### src/rtl/fifo_dot_mac_pkg.sv
// fifo_dot_mac_pkg
//   Shared constants, state encoding and sizing helper for the FIFO-fed
//   dot-product MAC (fifo_dot_mac and its mac_pe datapath).
package fifo_dot_mac_pkg;

  localparam int DEF_DATA_W  = 8;
  localparam int DEF_ACC_W   = 24;
  localparam int DEF_VEC_LEN = 8;

  typedef enum logic [1:0] {
    IDLE  = 2'd0,
    ACCUM = 2'd1,
    HOLD  = 2'd2
  } t_mac_state;

  // Width of a counter that must represent 0..vec_len inclusive.
  function automatic int COUNT_W(input int vec_len);
    return $clog2(vec_len + 1);
  endfunction

endpackage

### src/rtl/fifo_dot_mac_pe.sv
// mac_pe
//   Signed multiply, sign-extend and accumulate register for fifo_dot_mac.
//   Ports:
//     clk, rst   clock, asynchronous active-high reset
//     i_load     clear the accumulator (wins over i_en)
//     i_first    start a new sum: next value is the product alone
//     i_en       commit o_sum into the accumulator
//     i_a, i_b   signed DATA_W operands
//     o_sum      combinational next sum (product, or acc + product), ACC_W
module mac_pe
  import fifo_dot_mac_pkg::*;
#(
  parameter int DATA_W = DEF_DATA_W,
  parameter int ACC_W  = DEF_ACC_W
) (
  input  logic                    clk,
  input  logic                    rst,
  input  logic                    i_load,
  input  logic                    i_first,
  input  logic                    i_en,
  input  logic [DATA_W-1:0]       i_a,
  input  logic [DATA_W-1:0]       i_b,
  output logic signed [ACC_W-1:0] o_sum
);

  logic signed [2*DATA_W-1:0] w_prod;
  logic signed [ACC_W-1:0]    w_ext;
  logic signed [ACC_W-1:0]    r_acc;

  assign w_prod = $signed(i_a) * $signed(i_b);
  // Size cast of a signed operand sign-extends; also valid when ACC_W == 2*DATA_W.
  assign w_ext  = ACC_W'(w_prod);
  // Plain ACC_W-bit add: wraps modulo 2^ACC_W by construction.
  assign o_sum  = i_first ? w_ext : (r_acc + w_ext);

  always_ff @(posedge clk or posedge rst) begin
    if (rst) begin
      r_acc <= '0;
    end else if (i_load) begin
      r_acc <= '0;
    end else if (i_en) begin
      r_acc <= o_sum;
    end
  end

endmodule

### src/rtl/fifo_dot_mac.sv
// fifo_dot_mac
//   Consumes paired signed elements from two FIFOs, forms their dot product
//   over VEC_LEN pairs, and presents it on a valid/ready result port. While
//   a result is pending, input acceptance is stalled.
//   Ports:
//     clk, rst             clock, asynchronous active-high reset
//     clr                  synchronous abort (drops partial vector and result)
//     a_valid/a_data       A element stream
//     b_valid/b_data       B element stream
//     in_ready             pop enable for both FIFOs (state-only)
//     res_valid/res_data   result handshake, res_ready from consumer
//     busy                 high while accumulating or holding a result
//     count                pairs accepted in the current vector
module fifo_dot_mac
  import fifo_dot_mac_pkg::*;
#(
  parameter int DATA_W  = DEF_DATA_W,
  parameter int ACC_W   = DEF_ACC_W,
  parameter int VEC_LEN = DEF_VEC_LEN
) (
  input  logic                         clk,
  input  logic                         rst,
  input  logic                         clr,
  input  logic                         a_valid,
  input  logic [DATA_W-1:0]            a_data,
  input  logic                         b_valid,
  input  logic [DATA_W-1:0]            b_data,
  output logic                         in_ready,
  output logic                         res_valid,
  output logic [ACC_W-1:0]             res_data,
  input  logic                         res_ready,
  output logic                         busy,
  output logic [COUNT_W(VEC_LEN)-1:0]  count
);

  localparam int CNT_W = COUNT_W(VEC_LEN);

  t_mac_state              r_state, w_state_next;
  logic [CNT_W-1:0]        r_count, w_count_next;
  logic                    r_res_valid, w_res_valid_next;
  logic [ACC_W-1:0]        r_res_data, w_res_data_next;
  logic                    w_accept, w_last, w_first, w_pe_load, w_pe_en;
  logic signed [ACC_W-1:0] w_sum;

  assign in_ready  = (r_state != HOLD);
  assign busy      = (r_state != IDLE);
  assign res_valid = r_res_valid;
  assign res_data  = r_res_data;
  assign count     = r_count;

  assign w_accept = a_valid & b_valid & in_ready;
  // Count is 0 in IDLE, so with VEC_LEN==1 the first accept is also the last.
  assign w_last   = (r_count == CNT_W'(VEC_LEN - 1));
  assign w_first  = (r_state == IDLE);
  assign w_pe_en  = w_accept & ~clr;

  mac_pe #(
    .DATA_W (DATA_W),
    .ACC_W  (ACC_W)
  ) u_pe (
    .clk     (clk),
    .rst     (rst),
    .i_load  (w_pe_load),
    .i_first (w_first),
    .i_en    (w_pe_en),
    .i_a     (a_data),
    .i_b     (b_data),
    .o_sum   (w_sum)
  );

  always_ff @(posedge clk or posedge rst) begin
    if (rst) begin
      r_state     <= IDLE;
      r_count     <= '0;
      r_res_valid <= 1'b0;
      r_res_data  <= '0;
    end else begin
      r_state     <= w_state_next;
      r_count     <= w_count_next;
      r_res_valid <= w_res_valid_next;
      r_res_data  <= w_res_data_next;
    end
  end

  always_comb begin
    w_state_next     = r_state;
    w_count_next     = r_count;
    w_res_valid_next = r_res_valid;
    w_res_data_next  = r_res_data;
    w_pe_load        = 1'b0;

    if (clr) begin
      // Abort: any same-cycle accept or handshake is dropped; res_data kept.
      w_state_next     = IDLE;
      w_count_next     = '0;
      w_res_valid_next = 1'b0;
      w_pe_load        = 1'b1;
    end else begin
      unique case (r_state)
        IDLE, ACCUM: begin
          if (w_accept) begin
            w_count_next = r_count + CNT_W'(1);
            if (w_last) begin
              w_res_valid_next = 1'b1;
              w_res_data_next  = w_sum;
              w_state_next     = HOLD;
            end else begin
              w_state_next = ACCUM;
            end
          end
        end
        HOLD: begin
          if (res_ready) begin
            w_res_valid_next = 1'b0;
            w_count_next     = '0;
            w_pe_load        = 1'b1;
            w_state_next     = IDLE;
          end
        end
        default: begin
          w_state_next = IDLE;
        end
      endcase
    end
  end

endmodule

### config.mk
export PLATFORM = sky130hd
export DESIGN_NAME = fifo_dot_mac
export DESIGN_NICKNAME = d
export VERILOG_FILES = /design/src/rtl/fifo_dot_mac_pkg.sv /design/src/rtl/fifo_dot_mac_pe.sv /design/src/rtl/fifo_dot_mac.sv
export SDC_FILE = /design/constraint.sdc
export NUM_CORES = 1
export LEC_CHECK = 0
export CAP_MARGIN = 20
export CORE_UTILIZATION = 50
export CTS_CLUSTER_DIAMETER = 200
export DETAILED_ROUTE_END_ITERATION = 12
export HOLD_SLACK_MARGIN = 0.08
export PLACE_DENSITY = 0.79
export SETUP_SLACK_MARGIN = 0.3
export SYNTH_ARGS = -nofsm -noshare
export SYNTH_HDL_FRONTEND = slang
export SYNTH_HIERARCHICAL = 1
export SYNTH_SLANG_ARGS = --single-unit
### constraint.sdc
create_clock -name clk -period 3.46 [get_ports clk]
set_clock_uncertainty 0.15 [all_clocks]
set_input_delay 0.692 -clock clk [delete_from_list [all_inputs] [get_ports clk]]
set_output_delay 0.692 -clock clk [all_outputs]
set_load 0.1 [all_outputs]
### Word level (Yosys, flattened, before mapping)

Index checks and enable logic that the tools add are counted.

| word-level totals | value |
|---|---|
| flip-flop bits (word level) | 55 |
| input port bits | 22 |
| output and inout port bits | 31 |

| operators by class | value |
|---|---|
| add/sub/neg operators | 2 |
| multipliers | 1 |
| eq/ne operators | 7 |
| muxes and demuxes | 20 |
| bitwise operators | 4 |
| reduce and logical (&&, ||, !) cells | 9 |

Operator list:

| operator | count |
|---|---|
| 24-bit two-way mux | 3 |
| 24-bit by 16-bit adder with 24-bit output | 1 |
| 8-bit by 8-bit multiplier with 16-bit output | 1 |
| 4-bit two-way mux | 3 |
| 3-bit inequality test, second input constant | 3 |
| 2-bit two-way mux | 4 |
| 4-bit one-hot mux with 2 select lines | 1 |
| 4-bit AND reduction | 2 |
| 1-bit two-way mux | 7 |
| 4-bit by 1-bit adder with 4-bit output, second input constant | 1 |
| 4-bit by 3-bit == test with 1-bit output, second input constant | 1 |
| 2-bit one-hot mux with 2 select lines | 1 |
| 2-bit nonzero test | 2 |
| 1-bit bitwise AND | 3 |
| 3-bit AND reduction | 1 |
| 3-bit nonzero test | 1 |
| 2-bit by 1-bit == test with 1-bit output, second input constant | 1 |
| 2-bit == test, second input constant | 1 |
| 2-bit zero test | 1 |
| 2-bit inequality test, second input constant | 1 |
| 1-bit one-hot mux with 2 select lines | 1 |
| 2-bit AND reduction | 1 |
| 2-bit OR reduction | 1 |
| 1-bit NOT | 1 |

### Logic depth before layout (Yosys ltp)

Gate-level depths: netlist of the first run.

| depth | value |
|---|---|
| depth in word-level cells | 5 |
| mapped depth | 28 |
| gate-level depth less buffers | 26 |

### By module

The synthesis of the first run kept the hierarchy.

Modules (own cells, without submodules):

| module | times used | cells an instance | area an instance (um^2) | seq. area each (um^2) |
|---|---|---|---|---|
| mac_pe | 1 | 628 | 5,146.2 | 600.6 |
| fifo_dot_mac | 1 | 93 | 1,333.8 | 775.7 |

### Least setup slack after synthesis of the first run

Ideal clock, no wire load.

| timing path | value |
|---|---|
| path type | input-to-reg |
| from | in b_data[3] |
| to | reg r_res_data[21] (netlist: res_data[21]) |
| setup time | 125 ps |
| arrival time | 6,525 ps |
| data required time | 3,185 ps |
| slack | -3,341 ps |
| stages on the path | 27 |
| path buffers | 2 |
| cells stage by stage | and2_1 > fa_1 > inv_1 > fa_1 > inv_1 > fa_1 > inv_1 > fa_1 > inv_1 > ha_1 > a21o_1 > a21o_1 > a21oi_1 > a21oi_1 > or2_1 > buf_2 > ha_1 > buf_6 > a21o_1 > a21o_1 > a41o_1 > a31oi_1 > o21bai_1 > or3_1 > nand3_1 > nand2_1 > mux2_2 |

| on the way | value |
|---|---|
| longest elaborated chain between the ends | 3 |

Ends and longest elaborated chain:

| item | line | RTL |
|---|---|---|
| from (decl) | fifo_dot_mac.sv:27 | `input logic [DATA_W-1:0] b_data,` |
| 8-bit by 8-bit multiplier with 16-bit output * | fifo_dot_mac_pe.sv:30 | `assign w_prod = $signed(i_a) * $signed(i_b);` |
| 24-bit by 16-bit adder with 24-bit output | fifo_dot_mac_pe.sv:34 | `assign o_sum = i_first ? w_ext : (r_acc + w_ext);` |
| 24-bit two-way mux * | fifo_dot_mac_pe.sv:34 |  |
| via w_sum[21] | fifo_dot_mac.sv:43 | `logic signed [ACC_W-1:0] w_sum;` |
| to (signal assigned) | fifo_dot_mac.sv:81 | `r_res_data <= w_res_data_next;` |
| to (decl) | fifo_dot_mac.sv:41 | `logic [ACC_W-1:0] r_res_data, w_res_data_next;` |

Mark *: on every way through the listed nets, which the timed path passes. The rest lies on a longest branch.
A chain may end at the register's enable or synchronous reset.

### Final worst setup path of the first run

| timing path | value |
|---|---|
| from | in a_data[5] |
| to | reg r_res_data[21] (netlist: res_data[21]) |

| on the way | value |
|---|---|
| longest elaborated chain between the ends | 3 |

Ends and longest elaborated chain:

| item | line | RTL |
|---|---|---|
| from (decl) | fifo_dot_mac.sv:25 | `input logic [DATA_W-1:0] a_data,` |
| 8-bit by 8-bit multiplier with 16-bit output * | fifo_dot_mac_pe.sv:30 |  |
| 24-bit by 16-bit adder with 24-bit output | fifo_dot_mac_pe.sv:34 |  |
| 24-bit two-way mux * | fifo_dot_mac_pe.sv:34 |  |
| via w_sum[21] | fifo_dot_mac.sv:43 |  |

Marked as above.

==> key figures, run 1 <==
Status
  – Status: finished with violations
  – Failing checks: setup timing

Setup path
  – Worst setup SP type: input port
  – Cell repeated most along the worst path: fa_1
  – Critical Path AT: around 6.5 ns
  – Crit path max fanout: 6
  – Critical path class: input port to register
  – Max stage delay on crit path: around 0.57 ns
  – Critical path's slowest cell: fa_1
  – Worst setup EP type: register
  – Critical Path RT: roughly 3.5 ns

Finish
  – Util after Layout: 0.796
  – N_diodes: 0
  – Syn-to-layout area delta: 55.0%
  – FILL cells: around 750
  – Share of cells above drive strength 1: 0.495
  – # nets final: 1076

Clocking
  – CTS tree: built
  – CTS Buf Count: 5
  – Clock sink count: 55
  – Cts hold-fix bufs: 0
  – Clock Latency Late Sink: ~0.30 ns
  – Clock transition at path regs: 0.07 ns
  – CTS Buffer Depth: 2
  – Clock root buffer: clkbuf_16
  – H-tree levels: 2

Place
  – Post-DP HPWL: around 14000 um
  – # port buffers: 52
  – Routability cong.: just under 0.9

Logic synthesis
  – Cell variety after synth: between 60 and 70
  – Yosys Warn Count: 6
  – Ys flop type: dfrtp_1
  – Number of synthesized flops with an enable pin: 0
  – Post-Syn Instances: roughly 700
  – Sequential area share after synthesis: 0.212
  – Post-Syn Area: between 0.006 and 0.007 mm2
  – Post-Syn Nets: ~850
  – Yosys reg bits: 55
  – Avg Cell Area, Syn: ~9.0 um2
  – Post-synth ARST share: 1.00

Global route
  – GR Overflow Total: 0
  – Initial antenna violation count: 0
  – First-pass GRT wire length: around 32000 um
  – Number of global-route vias before repair: between 6000 and 7000
  – Global-route usage over all layers: 0.308
  – Largest net degree at the start of global routing: 28

Floorplanning
  – DIE AREA: approximately 0.013 mm2
  – Core area: between 0.01 and 0.015 mm2
  – Die span in y: roughly 120 um
  – Initial Utilization: 0.513
  – Top Ports: 53
  – Rows: 41
  – Die span in x: 116 um

Drt
  – Post-route ant nets: 0
  – Drt initial violations: 359
  – Vias: ~6400
  – Vias/cell: about 5.7
  – Final WL: 20800 um
  – DRT Pass-1 Iters: 5
  – Number of remaining DRC errors: 0
  – Wire length per cell: about 19 um

Timing
  – Setup TNS: -92.86 ns
  – Worst Tran Pin Value: 0.552 ns
  – Minimum clock period: 6.44 ns
  – F_max: roughly 160 MHz
  – Final worst setup slack: -2.98 ns
  – Setup Viol. Count Final: 42
  – Hold Fails Final Rpt: 0
  – RSZ-0062 raised after global routing: yes
  – Fin. max-slew vios: 0
  – Slew HR: 0.627
  – Final Cycle Share: 1.86

Flow run
  – Max-cap viol count: 0

Worst hold path
  – Hold Crit Class: register to register
## metrics by stage
stage          hold WS, ns  setup WS (ns)  instances  instance area, um2
2_1_floorplan        0.327          -2.86        721                6850
3_3_place_gp         0.343          -3.79       1065                8440
3_5_place_dp         0.348          -3.88       1065                8440
4_1_cts              0.364          -2.89       1103                9460
5_1_grt              0.380          -3.14       1117               10000
6_report             0.361          -2.98       1117               10000
## layout make-up
class / count / area (um2) / area share
inverters: 107 / 409 / 0.0407
multi-input cells: 538 / 5890 / 0.587
flip-flops and latches: 55 / 1380 / 0.137
repair buffers: 237 / 2000 / 0.199
well taps: 172 / 215 / 0.0214
clock inverters: 2 / 16.3 / 0.00162
clock buffers: 6 / 129 / 0.0128
## sequential cells by signal (all words and copies together) (netlist names)
signal and count:
u_pe/r_acc 24, res_valid 1, count 4, r_state 2, res_data 24
## path summary, 6_finish.rpt
check	from	endpoint	slack, ns	cells after the start
worst max-delay path	a_data[5]	res_data[21]	-2.98	26
worst min-delay path	res_data[22]	res_data[22]	0.36	1
worst max register to register	u_pe/r_acc[0]	res_data[22]	0.35	13
worst min register to register	res_data[22]	res_data[22]	0.36	1
max in group asynchronous	rst	res_data[9]	1.88	3
min in group asynchronous	rst	r_state[1]	0.57	2
## cells in the mapped netlist (all sizes together) (14+ instances only)
cell / count / area [um2]
inv: 106 / 398
fa: 56 / 1120
dfrtp: 55 / 1380
ha: 54 / 676
nor2: 48 / 183
and2: 45 / 282
nand2: 44 / 165
o21ai: 33 / 165
a21oi: 30 / 161
mux2: 25 / 282
xnor2: 24 / 210
a21o: 16 / 120
nor3: 15 / 96.4
nand3: 14 / 70.1
## cell families (layout without fill, tap and decap cells)
logic type / Yosys count / count (layout) / share of synthesized area
and+or+nand+nor: 224 / 224 / 0.189
AOI/OAI and AO/OA: 139 / 139 / 0.143
buffers and inverters: 128 / 352 / 0.0792
adders and majority gates: 110 / 110 / 0.277
DFF: 55 / 55 / 0.212
xor gates and xnor gates: 33 / 33 / 0.0446
muxes: 32 / 32 / 0.0543
## per-layer routing
layer | track usage | wire length (um) | vias to the layer above
met1 | 0.394 | 8470 | 3165
li1 | - | - | 2879
met2 | 0.529 | 10400 | 242
met4 | 0.0915 | 675 | 0
met5 | 0 | 0 | -
met3 | 0.0575 | 1280 | 64
## placed cells by master (no fill, tap or decap), drive strengths merged, types with 11 or more instances in the layout
master | synthesis | routed
nor2 | 48 | 48
a21o | 16 | 16
dfrtp | 55 | 55
fa | 56 | 56
and2 | 45 | 45
xnor2 | 24 | 24
buf | 8 | 232
o21ai | 33 | 33
nand3 | 14 | 14
o21a | 11 | 11
a21oi | 30 | 30
mux2 | 25 | 25
inv | 106 | 107
ha | 54 | 54
nor3 | 15 | 15
nand2 | 44 | 44
## critical path, delay by kind of cell
family	cells	cell delay [ns]
muxes	1	0.25
AOI/OAI and AO/OA	6	1.16
and+or+nand+nor	8	1.38
buffers and inverters	5	0.33
adders and majority gates	6	2.66
## what timing repair did
action	4_1_cts	5_1_grt
pin swaps	98	60
resized for setup	230	103
buffers inserted	30	14
setup endpoints to repair	44	43
Power of run 1 is left out: the tool's default activity adds up to more than one toggle a clock period on the data nets, which glitch-free logic cannot reach.
==> run 2, diff against run 1 <==
--- a/config.mk
+++ b/config.mk
@@ -5,6 +5,7 @@
 export SDC_FILE = /design/constraint.sdc
 export NUM_CORES = 1
 export LEC_CHECK = 0
+export ABC_AREA = 1
 export CAP_MARGIN = 20
 export CORE_UTILIZATION = 50
 export CTS_CLUSTER_DIAMETER = 200
==> constraint.sdc (replaced) <==
create_clock -name clk -period 3.46 [get_ports clk]
set_clock_uncertainty 0.15 [all_clocks]
set_input_delay 0.519 -clock clk [delete_from_list [all_inputs] [get_ports clk]]
set_output_delay 0.519 -clock clk [all_outputs]
set_load 0.1 [all_outputs]
==> run 2 against run 1 <==
  * The flow finishes with violations (DRC, setup timing)
  * Final cell count is 26% higher
  * Worst hold slack worse by 0.018 ns
  * Synthesized area grew 9.3%
  * Non-clock buffer count shrank 25
  * Synthesized cell count grew 44%
  * Setup slack gained 0.71 ns
  * Global-route usage down 0.90 points
  * Clock-buffer cell count increased by 1
  * First-iteration DRC count rose to 2.7 times the previous value
  * Sequential cell count is the same
  * Final area increased by 8.2%
  * Sequential share of layout area shrank 1.0 points
  * Critical path type unchanged
==> key figures, run 2 <==
Status
  – Status: finished with violations
  – Failing checks: DRC, setup timing

Worst hold path
  – Hold path cells: 2 (+1)
  – WHS Endpoint: res_data[13]
  – Hold Crit Class: register to register
  – Hold_sp: res_data[13]

Finish
  – Syn-to-layout area delta: 53.4%
  – Commonest non-fill, non-tap cell in the layout: nand2_1
  – Commonest non-fill, non-tap cells in the layout: 224 x nand2_1, 174 x inv_1, 121 x buf_4
  – Multi-input logic area: 0.00621 mm2 (+5.3%)
  – Finished Cell Area: 0.0109 mm2 (+8.2%)
  – Share of cells above drive strength 1: 0.450 (-0.0451)
  – Non-Filler Instances: 1413 (+26%)
  – # nets final: 1364 (+27%)
  – N_diodes: 0 (unchanged)
  – FF/Latch Area: 0.00138 mm2 (unchanged)
  – FILL cells: 741 (-1.7%)

Place
  – Post-DP HPWL: 14700 um (+4.2%)
  – Routability cong.: 0.962 (+8.8%)
  – Post-DP Area: 0.00917 mm2 (+8.6%)
  – Cell count after placement: 1356 (+27%)
  – # port buffers: 52 (unchanged)

Timing
  – Minimum clock period: 5.73 ns (-0.707 ns)
  – F_max: 174 MHz (+12%)
  – Final worst setup slack: -2.27 ns (+0.707 ns)
  – Final Cycle Share: 1.66 (-0.204)
  – Worst Tran Pin Value: 1.03 ns (+0.479 ns)
  – Fin. max-slew vios: 0 (unchanged)
  – Slew HR: 0.309 (-0.318)
  – Hold Fails Final Rpt: 0 (unchanged)
  – RSZ-0062 raised after global routing: yes
  – Setup Viol. Count Final: 42 (unchanged)

Logic synthesis
  – Sequential area share after synthesis: 0.194 (-0.0181)
  – Synth top area cells: dfrtp_1 19%, nand2_1 16%, fa_1 16%
  – Synth cell count leaders: 308 x nand2_1, 252 x inv_1, 59 x nand3_1
  – Avg Cell Area, Syn: 6.81 um2 (-24%)
  – Post-synth ARST share: 1.00 (unchanged)
  – Yosys top cell by area: dfrtp_1
  – Number of synthesized flops with an enable pin: 0 (unchanged)
  – Post-Syn Area: 0.00708 mm2 (+9.3%)
  – Post-Syn Nets: 1172 (+37%)
  – Yosys reg bits: 55 (unchanged)
  – Top-area cell type share of the netlist area: 0.194 (-0.0181)
  – Yosys Warn Count: 6 (unchanged)
  – Ys flop type: dfrtp_1
  – Post-Syn Instances: 1040 (+44%)
  – Most common cell in the netlist: nand2_1
  – Cell variety after synth: 42 (-34%)

Floorplanning
  – Initial Utilization: 0.512 (-0.00122)
  – DIE AREA: 0.0146 mm2 (+9.1%)
  – Die span in y: 121 um (+4.5%)
  – Top Ports: 53 (unchanged)
  – Core area: 0.0138 mm2 (+9.6%)
  – Rows: 43 (+4.9%)
  – Die span in x: 121 um (+4.5%)

Setup path
  – RR Endpoint: res_data[3]
  – Worst setup EP type: register
  – Critical path's slowest cell: fa_1
  – Reg-to-Reg Start: r_state[1]
  – Worst setup SP type: input port
  – Reg2Reg Setup Slack: 0.73 ns (+0.38 ns)
  – Crit path max fanout: 8 (+2)
  – Max stage delay on crit path: 0.56 ns (about the same)
  – Worst r2r path cells: 6 (-7)
  – Critical Path RT: 3.52 ns (+0.02 ns)
  – Critical path class: input port to register
  – Critical Path AT: 5.79 ns (-0.69 ns)

Clocking
  – Clock Latency Late Sink: 0.30 ns (about the same)
  – CTS tree: built
  – Clock root buffer: clkbuf_16
  – CTS Buffer Depth: 2 (unchanged)
  – Clock transition at path regs: 0.08 ns (about the same)
  – Clock sink count: 55 (unchanged)
  – H-tree levels: 2 (unchanged)
  – CTS Buf Count: 5 (unchanged)

Drt
  – Final WL: 26800 um (+29%)
  – Vias/cell: 5.76 (+1.4%)
  – Number of remaining DRC errors: 2 (+2)
  – Vias: 8142 (+28%)
  – Drt initial violations: 969 (+170%)
  – Post-route ant nets: 0 (unchanged)
  – DRT Pass-1 Iters: 9 (+4)
  – Wire length per cell: 19.0 um (+1.9%)

Global route
  – Grt peak-use layer: met2
  – Met2 Use GR: 0.514 (-0.0150)
  – Number of global-route vias before repair: 7399 (+14%)
  – Met1 Resource Use GR: 0.383 (-0.0118)
  – Global-route usage over all layers: 0.299 (-0.00905)
  – GR Util met3: 0.0390 (-0.0185)
  – GR Overflow Total: 0 (unchanged)
  – Largest net degree at the start of global routing: 51 (+82%)
  – Initial antenna violation count: 0 (unchanged)
  – First-pass GRT wire length: 34500 um (+8.3%)

Flow run
  – Max-cap viol count: 0 (unchanged)
==> run 2: worst max path at each step <==
stage / from / end / depth (start not counted)
floorplan: b_data[2] / res_data[23] / 31
global placement: b_data[2] / u_pe/r_acc[17] / 29
detailed placement: b_data[2] / res_data[23] / 31
CTS: a_data[7] / res_data[23] / 32
global route: b_data[7] / res_data[22] / 32
finish: a_data[7] / res_data[17] / 32
==> run 2: per-layer routing <==
metal	up-vias	wire length, um	part of all wire
met4	0	1960	0.073
met1	3851	9770	0.36
met3	196	2240	0.083
met2	573	12900	0.48
met5	-	0	0
li1	3522	-	-
==> run 2: stage by stage <==
stage / util / setup TNS, ns / hold slack, ns / setup WS, ns
6_report: 0.786 / -75.41 / 0.343 / -2.27
5_1_grt: 0.786 / -79.95 / 0.358 / -2.39
4_1_cts: 0.723 / -64.48 / 0.337 / -1.98
3_5_place_dp: 0.663 / -100.28 / 0.319 / -2.80
3_3_place_gp: 0.663 / -97.23 / 0.314 / -2.72
2_1_floorplan: - / -58.35 / 0.303 / -1.89
==> run 2: cell type report <==
cell class | count | share of cell area
Multi-Input combinational cell | 701 | 0.571
Timing Repair Buffer | 212 | 0.175
Sequential cell | 55 | 0.127
Inverter | 257 | 0.0920
Tap cell | 180 | 0.0207
Clock buffer | 7 | 0.0131
Clock inverter | 1 | 0.000806
==> run 2: what timing repair did <==
action	4_1_cts	5_1_grt
pin swaps	109	125
hold buffers	0	0
setup endpoints to repair	44	43
gates resized for setup	223	191
setup buffers	21	26
gates cloned	1	0
endpoints found under the hold margin	0	0
==> run 2: cells by family (layout without fill, tap and decap cells) <==
family	Yosys count	after routing	share of synthesized area
and+or+nand+nor	474	475	0.291
adders and majority gates	110	110	0.254
DFF	55	55	0.194
xor gates and xnor gates	6	6	0.00742
buffers and inverters	285	477	0.157
AOI/OAI and AO/OA	110	110	0.0970
==> run 2: critical path: cells and delay by family <==
family                   cells  cell delay, ns
adder cells (fa/ha/maj)      6            2.61
buffers and inverters       11            0.93
AND/OR/NAND/NOR              9            0.90
AO/OA/AOI/OAI                6            0.82
Power of run 2 is left out for the same reason.
==> run 3, diff against run 2 <==
--- a/config.mk
+++ b/config.mk
@@ -7,6 +7,7 @@
 export LEC_CHECK = 0
 export ABC_AREA = 1
 export CAP_MARGIN = 20
+export CORE_ASPECT_RATIO = 0.5
 export CORE_UTILIZATION = 50
 export CTS_CLUSTER_DIAMETER = 200
 export DETAILED_ROUTE_END_ITERATION = 12
==> run 3 against run 2 <==
  * The flow finishes with violations (setup timing)
  * Global-route usage increased by 0.41 points
  * Final area fell by 3.6%
  * Die area up 0.20%
  * Critical path type unchanged
  * Via count decreased by 10%
  * Clock-buffer cell count fell by 1
  * Worst hold slack got worse by 0.011 ns
  * Final cell count shrank 0.57%
  * Setup slack better by 0.15 ns
  * Core utilization is 2.2 points lower
  * Highest routed layer unchanged
==> key figures, run 3 (same netlist as run 2, synthesis figures left out) <==
Clocking
  – Clock Latency Late Sink: 0.30 ns (about the same)
  – Clock root buffer: clkbuf_16
  – CTS Buf Count: 5 (unchanged)
  – H-tree levels: 2 (unchanged)
  – Clock sink count: 55 (unchanged)
  – Clock transition at path regs: 0.07 ns (about the same)
  – CTS tree: built
  – CTS Buffer Depth: 2 (unchanged)
  – Cts hold-fix bufs: 0 (unchanged)

Finish
  – Commonest non-fill, non-tap cell in the layout: nand2_1
  – N_diodes: 0 (unchanged)
  – Non-Filler Instances: 1405 (-0.57%)
  – Commonest non-fill, non-tap cells in the layout: 236 x nand2_1, 188 x inv_1, 119 x buf_4
  – Share of cells above drive strength 1: 0.413 (-0.0371)
  – Syn-to-layout area delta: 47.9%
  – # nets final: 1344 (-1.5%)
  – Util after Layout: 0.764 (-0.0215)

Global route
  – Initial antenna violation count: 0 (unchanged)
  – Largest net degree at the start of global routing: 51 (unchanged)
  – Number of global-route vias before repair: 7361 (-0.51%)
  – Global-route usage over all layers: 0.303 (+0.00407)
  – First-pass GRT wire length: 35100 um (+1.7%)
  – GR Overflow Total: 0 (unchanged)

Drt
  – Vias/cell: 5.19 (-10%)
  – Wire length per cell: 15.6 um (-18%)
  – Vias: 7290 (-10%)
  – Drt initial violations: 505 (-48%)
  – Post-route ant nets: 0 (unchanged)
  – Final WL: 21900 um (-18%)
  – Number of remaining DRC errors: 0 (-2)
  – DRT Pass-1 Iters: 5 (-4)

Floorplanning
  – Die span in x: 170 um (+41%)
  – Top Ports: 53 (unchanged)
  – Core area: 0.0137 mm2 (-0.91%)
  – DIE AREA: 0.0147 mm2 (+0.20%)
  – Die span in y: 86.2 um (-29%)
  – Initial Utilization: 0.517 (+0.00472)
  – Rows: 30 (-30%)

Setup path
  – Critical Path RT: 3.47 ns (-0.05 ns)
  – Worst setup EP type: register
  – Critical path's slowest cell: fa_1
  – Reg-to-Reg Start: r_state[1]
  – Critical path origin: a_data[7]
  – Worst r2r path cells: 7 (+1)
  – Max stage delay on crit path: 0.54 ns (-0.02 ns)
  – Crit path max fanout: 7 (-1)
  – Cell repeated most along the worst path: nand2_2
  – Worst setup SP type: input port
  – Critical Path AT: 5.60 ns (-0.19 ns)
  – Critical path class: input port to register

Worst hold path
  – Hold_sp: res_data[18]
  – Hold Crit Class: register to register
  – Hold path cells: 2 (unchanged)

Timing
  – Final Cycle Share: 1.62 (-0.0420)
  – RSZ-0062 raised after global routing: yes
  – Final worst setup slack: -2.13 ns (+0.145 ns)
  – Hold Slack: 0.332 ns (-0.0112 ns)
  – Hold Fails Final Rpt: 0 (unchanged)
  – Setup Viol. Count Final: 39 (-7.1%)
  – F_max: 179 MHz (+2.6%)
  – Minimum clock period: 5.59 ns (-0.145 ns)
  – Slew HR: 0.328 (+0.0191)
  – Worst Tran Pin Value: 1.01 ns (-0.0255 ns)
  – Fin. max-slew vios: 0 (unchanged)

Place
  – # port buffers: 52 (unchanged)
  – Place WS: -2.85 ns (-0.0532 ns)
  – Cell count after placement: 1356 (unchanged)
  – Post-DP HPWL: 15100 um (+2.9%)
  – Routability cong.: 0.950 (-1.2%)

Flow run
  – Max-cap viol count: 0 (unchanged)

Status
  – Status: finished with violations
  – Failing checks: setup timing
## run 3: cell count changes in the layout (fill, tap and decap cells not counted), moves of 3 or more
cell     delta
inv_1      +14
o21ai_2     +4
buf_12      -3
inv_4       -4
nand2_1    +12
nand2_2     -9
nand3_2     -6
nand3_1     +4
inv_2      -10
nor2_4      -4
buf_6      -13
o21ai_1     -3
## run 3: final cells by class
cell class | count | area (um2)
sequential | 55 | 1380
fill | 933 | 3230
tap | 192 | 240
multi-input combinational | 701 | 6070
inverter | 257 | 990
clock inverter | 2 | 17.5
clock buffer | 6 | 129
timing repair buffer | 192 | 1650
## run 3: metrics by stage
| stage | TNS [ns] | area (um2) |
|---|---|---|
| final | -69.66 | 10500 |
| after global routing | -76.25 | 10500 |
| after CTS | -62.96 | 10100 |
| after detailed placement | -99.87 | 9100 |
| after global placement | -96.17 | 9100 |
| after floorplan | -58.35 | 7880 |
## run 3: critical path: cells and delay by family
kind,cells,cell delay [ns]
AO/OA/AOI/OAI,2,0.26
XOR/XNOR,1,0.20
adder cells (fa/ha/maj),6,2.69
buffers and inverters,11,0.88
AND/OR/NAND/NOR,12,1.04
## run 3: repair_timing
item                                    CTS  global route
cloned                                    1             0
gates resized for setup                 263            81
setup buffers                            28            12
endpoints found under the setup margin   44            42
pin swaps                               112            85
endpoints found under the hold margin     0             0
## run 3: per-layer routing
layer,vias to the layer above,GRT usage,routed length [um]
met2,286,0.537,10300
met5,-,0,0
met4,0,0.0893,762
met3,75,0.0295,1160
li1,3478,-,-
met1,3451,0.394,9680
## run 3: worst paths after layout
kind	to	slack, ns
max	res_data[22]	-2.13
min	res_data[18]	0.33
max reg2reg	res_data[3]	0.80
min reg2reg	res_data[18]	0.33
max in group asynchronous	res_data[1]	2.01
min in group asynchronous	res_data[14]	0.47
Power of run 3 is left out for the same reason.
